[config.mk]
export PLATFORM = sky130hd
export DESIGN_NAME = io_port_bank
export DESIGN_NICKNAME = d
export VERILOG_FILES = /design/src/rtl/io_port_bank.sv
export SDC_FILE = /design/constraint.sdc
export NUM_CORES = 1
export LEC_CHECK = 0
export ABC_AREA = 1
export CORE_ASPECT_RATIO = 0.9
export CORE_MARGIN = 10
export CORE_UTILIZATION = 51
export DETAILED_ROUTE_END_ITERATION = 7
export PLACE_DENSITY = 0.88
export SLEW_MARGIN = 40
export SYNTH_ARGS = -nofsm -noshare
export SYNTH_HDL_FRONTEND = slang
export SYNTH_SLANG_ARGS = --single-unit
export TNS_END_PERCENT = 5
[constraint.sdc]
create_clock -name clock -period 4 [get_ports clock]
set_input_delay 0.4 -clock clock [delete_from_list [all_inputs] [get_ports clock]]
set_output_delay 0.4 -clock clock [all_outputs]
set_load 0.05 [all_outputs]
[src/rtl/io_port_bank.sv]
// Memory-mapped I/O bank: debounced switch inputs, output registers, sticky change status, 7-seg display.
// Define IO_IRQ_EN to add a registered irq output that is high while any status bit is set.
module io_port_bank #(
    parameter int N_IN       = 2,
    parameter int N_OUT      = 2,
    parameter int FIELD_W    = 4,
    parameter int DIGITS     = 4,
    parameter int DEB_CYCLES = 16
) (
    input  logic                    clock,
    input  logic                    resetn,
    input  logic [31:0]             addr,
    input  logic [31:0]             wdata,
    input  logic                    we,
    input  logic                    re,
    output logic [31:0]             rdata,
    input  logic [N_IN*FIELD_W-1:0] sw,
    output logic [N_OUT*32-1:0]     out_ports,
    output logic [DIGITS*7-1:0]     hex
`ifdef IO_IRQ_EN
    ,
    output logic                    irq
`endif
);

    localparam int                CNT_W      = (DEB_CYCLES > 1) ? $clog2(DEB_CYCLES) : 1;
    localparam logic [CNT_W-1:0]  CNT_LAST   = CNT_W'(DEB_CYCLES - 1);
    localparam logic [4:0]        IDX_OUT0   = 5'd8;
    localparam logic [4:0]        IDX_STATUS = 5'd15;
    localparam logic [4:0]        IDX_DISP   = 5'd31;

    logic                io_sel;
    logic [4:0]          idx;
    logic                wr_en;
    logic                status_rd;
    logic                unused_addr;

    logic [FIELD_W-1:0]  sync1 [N_IN];
    logic [FIELD_W-1:0]  sync2 [N_IN];
    logic [FIELD_W-1:0]  deb   [N_IN];
    logic [CNT_W-1:0]    cnt   [N_IN];
    logic [N_IN-1:0]     accept;
    logic [N_IN-1:0]     status;

    logic [31:0]         out_regs [N_OUT];
    logic [3:0]          disp_sel;

    logic [31:0]         src;
    logic                src_valid;
    logic [DIGITS*4+31:0] src_wide;

    assign io_sel      = addr[7];
    assign idx         = addr[6:2];
    assign wr_en       = we && io_sel;
    assign status_rd   = re && io_sel && (idx == IDX_STATUS);
    assign unused_addr = ^{addr[31:8], addr[1:0]};

    // A field is accepted on the DEB_CYCLES-th consecutive cycle its synchronised value differs from deb.
    always_comb begin
        accept = '0;
        for (int k = 0; k < N_IN; k++) begin
            accept[k] = (sync2[k] != deb[k]) && (cnt[k] == CNT_LAST);
        end
    end

    always_ff @(posedge clock or negedge resetn) begin
        if (!resetn) begin
            // NOTE: these arrays are a handful of flops, not a RAM, so every entry is reset.
            for (int k = 0; k < N_IN; k++) begin
                sync1[k] <= '0;
                sync2[k] <= '0;
                deb[k]   <= '0;
                cnt[k]   <= '0;
            end
            status <= '0;
        end else begin
            for (int k = 0; k < N_IN; k++) begin
                // NOTE: non-blocking so sync2 takes the old sync1 and the pair forms a real two-stage chain.
                sync1[k] <= sw[k*FIELD_W +: FIELD_W];
                sync2[k] <= sync1[k];
                if (sync2[k] == deb[k]) begin
                    cnt[k] <= '0;
                end else if (accept[k]) begin
                    deb[k] <= sync2[k];
                    cnt[k] <= '0;
                end else begin
                    cnt[k] <= cnt[k] + CNT_W'(1);
                end
            end
            // A bit set on the same edge as the clearing load survives.
            status <= (status_rd ? '0 : status) | accept;
        end
    end

    always_ff @(posedge clock or negedge resetn) begin
        if (!resetn) begin
            for (int k = 0; k < N_OUT; k++) begin
                out_regs[k] <= '0;
            end
            disp_sel <= '0;
        end else if (wr_en) begin
            for (int k = 0; k < N_OUT; k++) begin
                if (idx == IDX_OUT0 + 5'(k)) begin
                    out_regs[k] <= wdata;
                end
            end
            if (idx == IDX_DISP) begin
                disp_sel <= wdata[3:0];
            end
        end
    end

    always_comb begin
        out_ports = '0;
        for (int k = 0; k < N_OUT; k++) begin
            out_ports[k*32 +: 32] = out_regs[k];
        end
    end

    always_comb begin
        // NOTE: default first so every path assigns rdata and no latch is inferred.
        rdata = '0;
        if (io_sel) begin
            for (int k = 0; k < N_IN; k++) begin
                if (idx == 5'(k)) rdata[FIELD_W-1:0] = deb[k];
            end
            for (int k = 0; k < N_OUT; k++) begin
                if (idx == IDX_OUT0 + 5'(k)) rdata = out_regs[k];
            end
            if (idx == IDX_STATUS) rdata[N_IN-1:0] = status;
            if (idx == IDX_DISP)   rdata[3:0]      = disp_sel;
        end
    end

    // Display source: inputs first, then outputs; anything past them blanks the display.
    always_comb begin
        src       = '0;
        src_valid = 1'b0;
        for (int k = 0; k < N_IN; k++) begin
            if (disp_sel == 4'(k)) begin
                src[FIELD_W-1:0] = deb[k];
                src_valid        = 1'b1;
            end
        end
        for (int k = 0; k < N_OUT; k++) begin
            if (disp_sel == 4'(N_IN + k)) begin
                src       = out_regs[k];
                src_valid = 1'b1;
            end
        end
    end

    assign src_wide = {{(DIGITS*4){1'b0}}, src};

    function automatic logic [6:0] seg7(input logic [3:0] n);
        case (n)
            4'h0: seg7 = 7'h40;
            4'h1: seg7 = 7'h79;
            4'h2: seg7 = 7'h24;
            4'h3: seg7 = 7'h30;
            4'h4: seg7 = 7'h19;
            4'h5: seg7 = 7'h12;
            4'h6: seg7 = 7'h02;
            4'h7: seg7 = 7'h78;
            4'h8: seg7 = 7'h00;
            4'h9: seg7 = 7'h10;
            4'hA: seg7 = 7'h08;
            4'hB: seg7 = 7'h03;
            4'hC: seg7 = 7'h46;
            4'hD: seg7 = 7'h21;
            4'hE: seg7 = 7'h06;
            default: seg7 = 7'h0E;
        endcase
    endfunction

    always_ff @(posedge clock or negedge resetn) begin
        if (!resetn) begin
            hex <= '1;
        end else begin
            for (int i = 0; i < DIGITS; i++) begin
                hex[i*7 +: 7] <= src_valid ? seg7(src_wide[i*4 +: 4]) : 7'h7F;
            end
        end
    end

`ifdef IO_IRQ_EN
    always_ff @(posedge clock or negedge resetn) begin
        if (!resetn) begin
            irq <= 1'b0;
        end else begin
            irq <= |status;
        end
    end
`endif

endmodule
# --- Word-level counts from Yosys, hierarchy flattened ---
# Memories as Yosys holds them, arrays and structs flattened.
# Index checks and enable logic that the tools add are counted.
totals:
  reg_bits: 130
  latchBits: 0
  ram_bits: 0
  romBits: 448
  inputBits: 76
  n_memories: 4
mem_list:
  columns: ["memory", "words", "width", "read_ports", "rd_ports_with_merged_regs", "wr", "line", "rtl"]
  rows:
  - ["(name not given)", 16, 7, 1, 0, 0, "156", "case (n)"]
  - ["(name not given)", 16, 7, 1, 0, 0, "156", null]
  - ["(name not given)", 16, 7, 1, 0, 0, "156", null]
  - ["(name not given)", 16, 7, 1, 0, 0, "156", null]
op_classes:
  addsub: 2
  n_mul: 0
  div: 0
  magnitude_cmp: 0
  eq_ne: 14
  shifts: 0
  muxes: 24
  bitwise_logic: 3
  reduce_logical: 12
ops:
  columns: ["cell", "n"]
  rows:
  - ["2-to-1 mux 32 bit", 3]
  - ["2-to-1 mux 4 bit", 9]
  - ["2-to-1 mux 16 bit", 2]
  - ["2-to-1 mux 7 bit", 4]
  - ["equality test 5 x 4 -> 1 bit, second input constant", 3]
  - ["AND reduction 2 bit", 5]
  - ["adder 4 x 1 -> 4 bit, second input constant", 2]
  - ["equality test 4 x 2 -> 1 bit, second input constant", 2]
  - ["equality test 4 bit", 2]
  - ["equality test 4 bit, second input constant", 2]
  - ["inequality test 4 bit", 2]
  - ["equality test 5 x 1 -> 1 bit, second input constant", 1]
  - ["equality test 5 bit, second input constant", 1]
  - ["logical AND 1 bit", 5]
  - ["logical NOT 5 bit", 1]
  - ["equality test 4 x 1 -> 1 bit, second input constant", 1]
  - ["logical NOT 4 bit", 1]
  - ["2-to-1 mux 1 bit", 4]
  - ["2-to-1 mux 2 bit", 2]
  - ["NOT 1 bit", 2]
  - ["OR 2 bit", 1]

# --- Longest topological paths before layout ---
depth:
  depth_word: 8
  mapped_depth: 12
  mapped_depth_nobuf: 11

# --- Least setup slack after synthesis ---
# Ideal clock, no wire load.
synth_path:
  path_kind: "input to output"
  from: "in addr[6]"
  to: "out rdata[0]"
  t_arrival_ns: 1.926
  setup_slack_ns: 1.674
  cell_stages: 10
  n_path_buf: 1
  cell_sequence: "inv_1 > nand2_1 > nor2_2 > nand2_1 > inv_2 > buf_2 > nand2_1 > nand2_1 > inv_1 > a21oi_1"
synth_via:
  elab_chain_len: 8
synth_lines:
  columns: ["element", "line", "rtl"]
  rows:
  - ["start, declared", "12", "input logic [31:0] addr,"]
  - ["logical NOT 5 bit", "125", "if (idx == 5'(k)) rdata[FIELD_W-1:0] = deb[k];"]
  - ["2-to-1 mux 4 bit (2 in a row)", "125", null]
  - ["2-to-1 mux 32 bit (2 in a row)", "128", "if (idx == IDX_OUT0 + 5'(k)) rdata = out_regs[k];"]
  - ["2-to-1 mux 2 bit", "130", "if (idx == IDX_STATUS) rdata[N_IN-1:0] = status;"]
  - ["2-to-1 mux 4 bit *", "131", "if (idx == IDX_DISP) rdata[3:0] = disp_sel;"]
  - ["2-to-1 mux 32 bit *", "123", "if (io_sel) begin"]
  - ["end, declared", "16", "output logic [31:0] rdata,"]
# Every way passes the cells marked *; elsewhere a longest branch is shown, timed or not.

# --- Worst setup path in the final report ---
layout_path:
  from: "in addr[6]"
  to: "out rdata[21]"
layout_via:
  elab_chain_len: 4
layout_lines:
  columns: ["element", "line"]
  rows:
  - ["equality test 5 x 4 -> 1 bit", "128"]
  - ["2-to-1 mux 32 bit", "128"]
  - ["2-to-1 mux 32 bit *", "128"]
  - ["2-to-1 mux 32 bit *", "123"]
# Marked as above.

==> results.yml <==
status:
  outcome: "completed"
routing:
  post_drt_via_cell_ratio: 5.18
  wl_mm: 18.9
  final_antenna_net_count: 0
  wl_per_cell_um: 16.3
  dr.pass1.iters: 7
  drc_errors: 0
  first_iter_violations: 400
  vias: 6027
floorplanning:
  initial_core_util: 0.519
  core_area_sq_mm: 0.0126
  num_io_pins: 200
  fp.dieArea_sq_mm: 0.0178
  rows: 39
  die_width_um: 140
  die_y_um: 128
clock_network:
  ctsResizeCount: 0
  cts-root-buf: "clkbuf_16"
  clk_latency_ns: 0.42
  post_cts_buffers: 0
  cts.clk_slew.worst_paths_ns: 0.06
  clock_path_buffers: 2
  cts_buffers: 17
  cts.hold.buffers_added: 0
  htree_levels: 4
  cts.sinks: 130
  cts_tree: "done"
placed_design:
  place_area_sq_mm: 0.00843
  place_congestion: 0.921
  place_hpwl_mm: 13.2
  port_buffers: 173
worst_setup_path:
  crit_family: "buffers and inverters"
  cp_slowest_cell: "clkdlybuf4s50_1"
  crit_path_max_fanout: 14
  critPathMostFrequentCell: "nand2_1"
  reg2reg_from: "disp_sel[3]"
  slowest_delay_ns: 0.84
  r2r-end: "hex[21]"
  crit_cells: 10
  reg2reg_depth: 11
  critPathKind: "primary input to output port"
  worst-path-buf-inv: 5
  worstPathCellList: "clkdlybuf4s50_1 > inv_1 > nand2_1 > nor2_2 > nand2_1 > inv_2 > buf_4 > nand2_1 > a21oi_1 > clkdlybuf4s50_1"
  crit_path_start_kind: "primary input"
  r2r_setup_slack_ns: 1.32
  crit_path_end_kind: "output port"
  crit_arrival_ns: 3.01
  required_ns: 3.60
layout:
  final_cell_mix: "nand2_1, clkdlybuf4s50_1, dfrtp_1"
  num-fill-cells: 931
  synthToLayoutAreaGrowth_pct: 37.6
  final_common_cell: "nand2_1"
  antenna_cells: 0
  drive_above_1_share: 0.0951
  design_area_sq_mm: 0.00903
  layout.nets: 1088
yosys:
  synth_nets: 916
  synth_seq_area_share: 0.501
  syn_area_sq_mm: 0.00656
  avgSynthCellArea_sq_um: 8.06
  yosysWarningCount: 0
  synth_cell_type_count: 27
  postSynthCellCount: 814
  ys_ff_latch: 130
grt:
  grt_overflow: 0
  grt_pass1_vias: 6124
  grt_use_total: 0.212
  antenna_found_initial: 0
  grt_start_max_net_pins: 131
  grt_first_pass_wirelength_mm: 30.8
timing:
  fin_tns_setup_ns: 0
  max_freq_ghz: 0.294
  worst_slew_margin_rel: 0.483
  setup_viol: 0
  rsz0062_at_grt: "no"
  slew_viol_final: 0
  finalHoldViolations: 0
  fin_crit_sh: 0.851
  worst_pin_slew_ns: 0.775
  min_period_ns: 3.41
  skew_ns: 0.00726
power_and_ir_drop:
  seq_power_share: 0.358
  internal_power_mw: 3.16
  comb_power_share: 0.342
  swShare: 0.387
  leakagePower_nw: 4.14
  power-per-cell-area_mw_per_mm2: 571
  clock_power_share: 0.299
  power.switching_mw: 1.99
  max-vdd-ir-drop_mv: 0.318
flow_run:
  maxCapViolCount: 0
hold_path:
  hold_class: "primary input to async pin"
[worst register-to-register path, stage by stage (launching register included)]
cell and delay (ns):
dfrtp_1 0.42, nor2_4 0.22, nand2_1 0.11, nor2_2 0.61
nand2_1 0.18, o21ai_2 0.19, inv_1 0.15, ha_1 0.26
inv_1 0.10, nand3_1 0.12, nand3_1 0.13, nand4_1 0.11
[worst max-delay path by stage]
| stage | start | to | slack [ns] |
|---|---|---|---|
| 2_1_floorplan | addr[6] | rdata[0] | 1.67 |
| 3_3_place_gp | addr[6] | rdata[27] | 0.63 |
| 3_5_place_dp | addr[6] | rdata[27] | 0.61 |
| 4_1_cts | addr[6] | rdata[27] | 0.59 |
| 5_1_grt | addr[6] | rdata[29] | 0.41 |
| 6_report | addr[6] | rdata[21] | 0.59 |
[cell usage after synthesis (all sizes together)]
master / count / area [sq um]
nor2: 42 / 170
nand4: 5 / 31.3
nand3: 85 / 425
nand3b: 1 / 7.51
clkbuf: 15 / 56.3
buf: 11 / 68.8
dfstp: 28 / 736
and3: 1 / 6.26
a21oi: 35 / 175
inv: 96 / 360
o21ai: 95 / 532
ha: 26 / 325
nand2: 256 / 996
o211ai: 4 / 30.0
dfrtp: 102 / 2550
nor3: 5 / 25.0
xor2: 7 / 61.3
[stage by stage]
stage | hold slack [ns] | power, mW | util | instances | setup WS [ns]
CTS | 0.110 | 5.19 | 0.714 | 1163 | 0.591
global route | 0.134 | 5.41 | 0.714 | 1163 | 0.411
finish | 0.0606 | 5.15 | 0.714 | 1163 | 0.594
detailed placement | 0.335 | 3.62 | 0.667 | 1131 | 0.607
global placement | 0.333 | 3.58 | 0.667 | 1131 | 0.626
floorplan | 0.104 | 3.02 | - | 814 | 1.67
[cell families after synthesis]
kind of cell    Yosys count  synth area share
buf+inv                 122            0.0740
flops                   130             0.501
compound gates          134             0.112
simple gates            395             0.253
xor+xnor                  7           0.00935
fa+ha+maj                26            0.0496
[metal layers]
| layer | track usage | wire length [um] |
|---|---|---|
| met5 | 0 | 0 |
| met1 | 0.244 | 7670 |
| met3 | 0.0770 | 1680 |
| met2 | 0.350 | 9160 |
| met4 | 0.0922 | 432 |
[cell type report]
| cell class | count | area, sq um | share of cell area |
|---|---|---|---|
| inverter | 96 | 360 | 0.0399 |
| sequential | 130 | 3290 | 0.364 |
| tap | 164 | 205 | 0.0227 |
| clock buffer | 18 | 439 | 0.0486 |
| clock inverter | 14 | 155 | 0.0172 |
| multi-input combinational | 562 | 2800 | 0.310 |
| timing repair buffer | 179 | 1780 | 0.198 |
[flip-flops by register name, indices dropped and copies added (netlist names)]
register,cells
cnt,8
deb,8
disp_sel,4
hex,28
out_ports,64
status,2
sync1,8
sync2,8
[power groups by stage]
stage               sequential [mW]  clock (mW)  combinational [mW]
detailed placement             1.86           0                1.76
floorplan                      2.44           0               0.581
CTS                            1.85        1.57                1.77
finish                         1.85        1.54                1.76
global route                   1.88        1.62                1.91
global placement               1.85           0                1.72
(Power assumes the default switching activity.)
==> variant 1: new RTL, same flow settings <==
Register the output `out_ports`, cleared by the reset; this adds one clock of latency there. The other outputs are not delayed to match.
--- a/src/rtl/io_port_bank.sv
+++ b/src/rtl/io_port_bank.sv
@@ -29,6 +29,8 @@
     localparam logic [4:0]        IDX_STATUS = 5'd15;
     localparam logic [4:0]        IDX_DISP   = 5'd31;
 
+    logic [N_OUT*32-1:0] out_ports_d;
+
     logic                io_sel;
     logic [4:0]          idx;
     logic                wr_en;
@@ -111,9 +113,9 @@
     end
 
     always_comb begin
-        out_ports = '0;
+        out_ports_d = '0;
         for (int k = 0; k < N_OUT; k++) begin
-            out_ports[k*32 +: 32] = out_regs[k];
+            out_ports_d[k*32 +: 32] = out_regs[k];
         end
     end
 
@@ -193,4 +195,12 @@
     end
 `endif
 
+    always_ff @(posedge clock or negedge resetn) begin
+        if (!resetn) begin
+            out_ports <= '0;
+        end else begin
+            out_ports <= out_ports_d;
+        end
+    end
+
 endmodule
Check against the original RTL: not equivalent (a bounded check fails within 4 cycles, from zero or initial values and one cycle with resetn low).
==> variant 1 against the original RTL <==
Via count up 10%; fmax shrank 0.45%; total power is 20% higher; synthesized area up 26%; routed wire length rose by 14%; sequential power up 41%; sequential share of layout area is 8.8 points higher; design area up 20%; global-route usage is 1.2 points lower; sequential cell count grew 64; count of clock-buffer cells in the layout up 1; cell count rose by 9.3%; worst setup slack got worse by 15 ps; critical path type unchanged.
==> variant 1: results (changes against the original RTL) <==
[power]
ir_drop_v = 0.000463  ; was 0.000318 V
leakage_nw = 5.05  ; was 4.14 nW

[global_route]
grt_pass1_wl_um = 34700  ; was 30800 um
grt.total_usage = 0.199  ; was 0.212
grt_overflow_total = 0  ; unchanged
antenna_found_initial = 1  ; was 0
grt_max_degree = 110  ; was 131

[synth]
async_flop_share = 1.00  ; unchanged
synthTopCellsByCount = nand2_1, dfrtp_1, inv_1, o21ai_0, nand3_1  ; was nand2_1, dfrtp_1, inv_1
ys_warn_count = 0  ; unchanged
syn-num-nets = 986  ; was 916
netlist_instances = 884  ; was 814
synth-seq-area-share = 0.594  ; was 0.501
netlist_top_cells_area = dfrtp_1, nand2_1, dfstp_2  ; unchanged
synthDistinctLibCells = 26  ; was 27

[clock_network]
insertion_delay_ps = 420  ; about the same
cts.clk_slew.worst_paths_ps = 70
numCtsBuffers = 17  ; unchanged
postCtsSetupRepairBufs = 0  ; unchanged
clockBufferDepth = 2  ; unchanged
root_buffer = clkbuf_16  ; unchanged
cts_resized = 0  ; unchanged
htree_levels = 4  ; unchanged

[hold_path]
whs_path_depth = 0
min_from = sync1[0]
min_path_type = reg2reg  ; was in2async

[routing]
wirelength_um = 21600  ; was 18900 um
wl_per_cell_um = 17.0  ; was 16.3 um
drtIter0Drc = 488  ; was 400
vias = 6649  ; was 6027
dr.pass1.iters = 5  ; was 7

[timing]
worst_pin_slew_ps = 690  ; was 775 ps
skew_ps = 9.32  ; was 7.26 ps

[outcome]
status = completed  ; unchanged

[cells_and_area]
fin_nets = 1159  ; was 1088
layout-drive-gt1-share = 0.0917  ; was 0.0951
antenna_cells = 0  ; unchanged

[critical_path]
crit_fanout = 12  ; was 14
slowest_stage = clkdlybuf4s50_1  ; unchanged
arrival_ps = 3020  ; was 3010 ps
slowest_delay_ps = 870  ; was 840 ps
crit_family = buffers and inverters  ; unchanged
startpoint = addr[3]  ; was addr[6]
r2r-start = disp_sel[3]  ; unchanged

[place]
placed_area_um2 = 10100  ; was 8430 um^2
gp_congestion = 0.902  ; was 0.921
dp_hpwl_um = 15100  ; was 13200 um
port_buffers = 173  ; unchanged

-- variant 1: cell count changes after synthesis, moves of 4 or more --
cell / change
dfrtp_1: +64
nand2_1: -12
nand2_2: +5
nand3_1: +4
nand4_1: +4
o21ai_0: +4
-- variant 1: worst paths after layout --
kind | slack, ps | endpoint
max | 580 | rdata[0]
min | 350 | sync2[0]
min in group asynchronous | 410 | out_ports_d[61]
min reg2reg | 350 | sync2[0]
max in group asynchronous | 2470 | hex[13]
max reg2reg | 1600 | hex[8]
-- variant 1: routing by layer --
metal,global-route usage,part of all wire,vias up
met3,0.0860,0.11,30
met4,0.0611,0.015,0
met2,0.326,0.49,279
met1,0.233,0.39,3163
met5,0,0,-
li1,-,-,3177
-- variant 1: stage by stage --
step | setup WS [ps] | hold slack [ps]
after floorplan | 1410 | 104
after global placement | 624 | 334
after detailed placement | 601 | 336
after CTS | 581 | 117
after global routing | 359 | 357
final | 579 | 350
-- variant 1: logic make-up after synthesis --
kind of cell | synth area share
buffers and inverters | 0.0637
adders and majority gates | 0.0395
xor gates and xnor gates | 0.00745
DFF | 0.594
AOI/OAI and AO/OA | 0.0898
and+or+nand+nor | 0.206
-- variant 1: cell type report --
type	instances	area, um^2
multi-input combinational	564	2830
tap	202	253
clock inverter	12	179
timing repair buffer	182	1860
inverter	98	368
clock buffer	19	433
sequential	194	4890
fill	1148	4790
-- variant 1: power by group --
group,internal [W],switching (W)
logic,0.000591,0.00123
clock network,0.00105,0.000727
registers,0.00237,0.000226
==> variant 2: new RTL, same flow settings <==
Without the edit above. Set the parameter `N_OUT` to 1 (it was 2).
--- a/src/rtl/io_port_bank.sv
+++ b/src/rtl/io_port_bank.sv
@@ -2,7 +2,7 @@
 // Define IO_IRQ_EN to add a registered irq output that is high while any status bit is set.
 module io_port_bank #(
     parameter int N_IN       = 2,
-    parameter int N_OUT      = 2,
+    parameter int N_OUT      = 1,
     parameter int FIELD_W    = 4,
     parameter int DIGITS     = 4,
     parameter int DEB_CYCLES = 16
Interface: changed (resized out_ports); port bits go from 200 to 168. No check against the original RTL was run, so the function may have changed too.
==> variant 2 against the original RTL <==
The run now ends with hold timing left; register-to-register slack gained 190 ps; worst setup slack better by 140 ps; total power is 25% lower; die area decreased by 21%; routed wire length shrank 31%; sequential share of layout area rose by 0.67 points; design area fell by 26%; first-iteration DRC count down 4.3%; sequential cell count shrank 32; count of clock-buffer cells in the layout decreased by 9; sequential power down 21%; synthesized area fell by 24%; clock power down 56%; clock skew increased by 7.8 ps; largest power group is now combinational cells.
==> variant 2: results (changes against the original RTL) <==
[outcome]
violations = hold timing
status = finished with violations  ; was completed

[routing]
dr.pass1.iters = 5  ; was 7
drtIter0Drc = 383  ; was 400
drt-vias-per-instance = 5.14  ; was 5.18
wl_per_cell_um = 15.0  ; was 16.3 um

[global_route]
grt_pass1_vias = 4534  ; was 6124
grt_pass1_wl_um = 21800  ; was 30800 um
grt_max_degree = 67  ; was 131
grt.total_usage = 0.182  ; was 0.212
antenna_found_initial = 0  ; unchanged

[clock_network]
insertion_delay_ps = 360  ; was 420 ps
clockBufferDepth = 2  ; unchanged
htree_levels = 3  ; was 4
cts.clk_slew.worst_paths_ps = 100  ; was 60 ps
hold_buffers = 0  ; unchanged
numCtsBuffers = 9  ; was 17
cts_resized = 0  ; unchanged
root_buffer = clkbuf_8  ; was clkbuf_16
postCtsSetupRepairBufs = 0  ; unchanged

[power]
leakage_nw = 3.31  ; was 4.14 nW
ir_drop_v = 0.000395  ; was 0.000318 V

[timing]
post-route-min-period_ps = 3270  ; was 3410 ps
relSlewSlack = 0.572  ; was 0.483
skew_ps = 15.1  ; was 7.26 ps
finalHoldWorstSlack_ps = -6.22  ; was 60.6 ps
hold_violations = 4  ; was 0

[critical_path]
r2r_cells = 9  ; was 11
slowest_stage = clkdlybuf4s50_1  ; unchanged
crit_family = buffers and inverters  ; unchanged
arrival_ps = 2870  ; was 3010 ps
crit_fanout = 28  ; was 14
slowest_delay_ps = 840  ; about the same

[synth]
synth-seq-area-share = 0.499  ; was 0.501
synthTopCellsByCount = nand2_1, nor2_1, inv_1  ; was nand2_1, dfrtp_1, inv_1
async_flop_share = 1.00  ; unchanged
ys_warn_count = 0  ; unchanged
synthDistinctLibCells = 27  ; unchanged
ys.flop_type = dfrtp_1  ; unchanged
netlist_top_cells_area = dfrtp_1, dfstp_2, nand2_1  ; was dfrtp_1, nand2_1, dfstp_2
syn-num-nets = 709  ; was 916

[cells_and_area]
largest_register_ffs = 32  ; was 64
layout-drive-gt1-share = 0.0931  ; was 0.0951
antenna_cells = 0  ; unchanged
fin_nets = 849  ; was 1088

[hold_path]
min_path_type = in2async  ; unchanged

[place]
dp_hpwl_um = 10200  ; was 13200 um
gp_congestion = 0.883  ; was 0.921
port_buffers = 141  ; was 173

[variant 2: final timing paths]
kind | start | to | slack (ps)
min | resetn | sync1[1] | -6
min reg2reg | sync1[0] | sync2[0] | 350
max reg2reg | disp_sel[3] | hex[21] | 1510
max | addr[6] | rdata[7] | 730
max in group asynchronous | resetn | hex[10] | 3140
min in group clock | sync1[0] | sync2[0] | 350
[variant 2: final cells by class]
class	instances	area (um^2)
clock buffers	9	124
clock inverters	7	81.3
fillers	761	2910
inverters	84	315
multi-input cells	412	2120
flip-flops and latches	98	2490
well taps	126	158
repair buffers	142	1420
[variant 2: metal layers]
layer,part of all wire,wire [um],vias to the layer above,global-route usage
li1,-,-,2201,-
met1,0.40,5280,2069,0.211
met2,0.48,6320,200,0.302
met3,0.082,1080,43,0.0617
met4,0.036,474,0,0.0830
met5,0,0,-,0
[variant 2: kinds of logic after synthesis]
family	Yosys count	synth area share
flops	98	0.499
compound gates	83	0.0863
fa+ha+maj	26	0.0652
xor+xnor	7	0.0123
simple gates	296	0.260
buf+inv	97	0.0775
[variant 2: power breakdown]
group | switching, W | internal [W]
clock | 0.000372 | 0.000302
combinational | 0.00114 | 0.000555
sequential | 0.000155 | 0.00132
[variant 2: stage by stage]
stage                     setup WS [ps]  cell area, um^2  hold slack, ps  std cells
after global placement              863             6490             333        862
after global routing                610             6710            31.2        878
after floorplan                    1780             4990             104        607
final                               730             6710           -6.22        878
after CTS                           750             6700             146        878
after detailed placement            757             6500             335        862
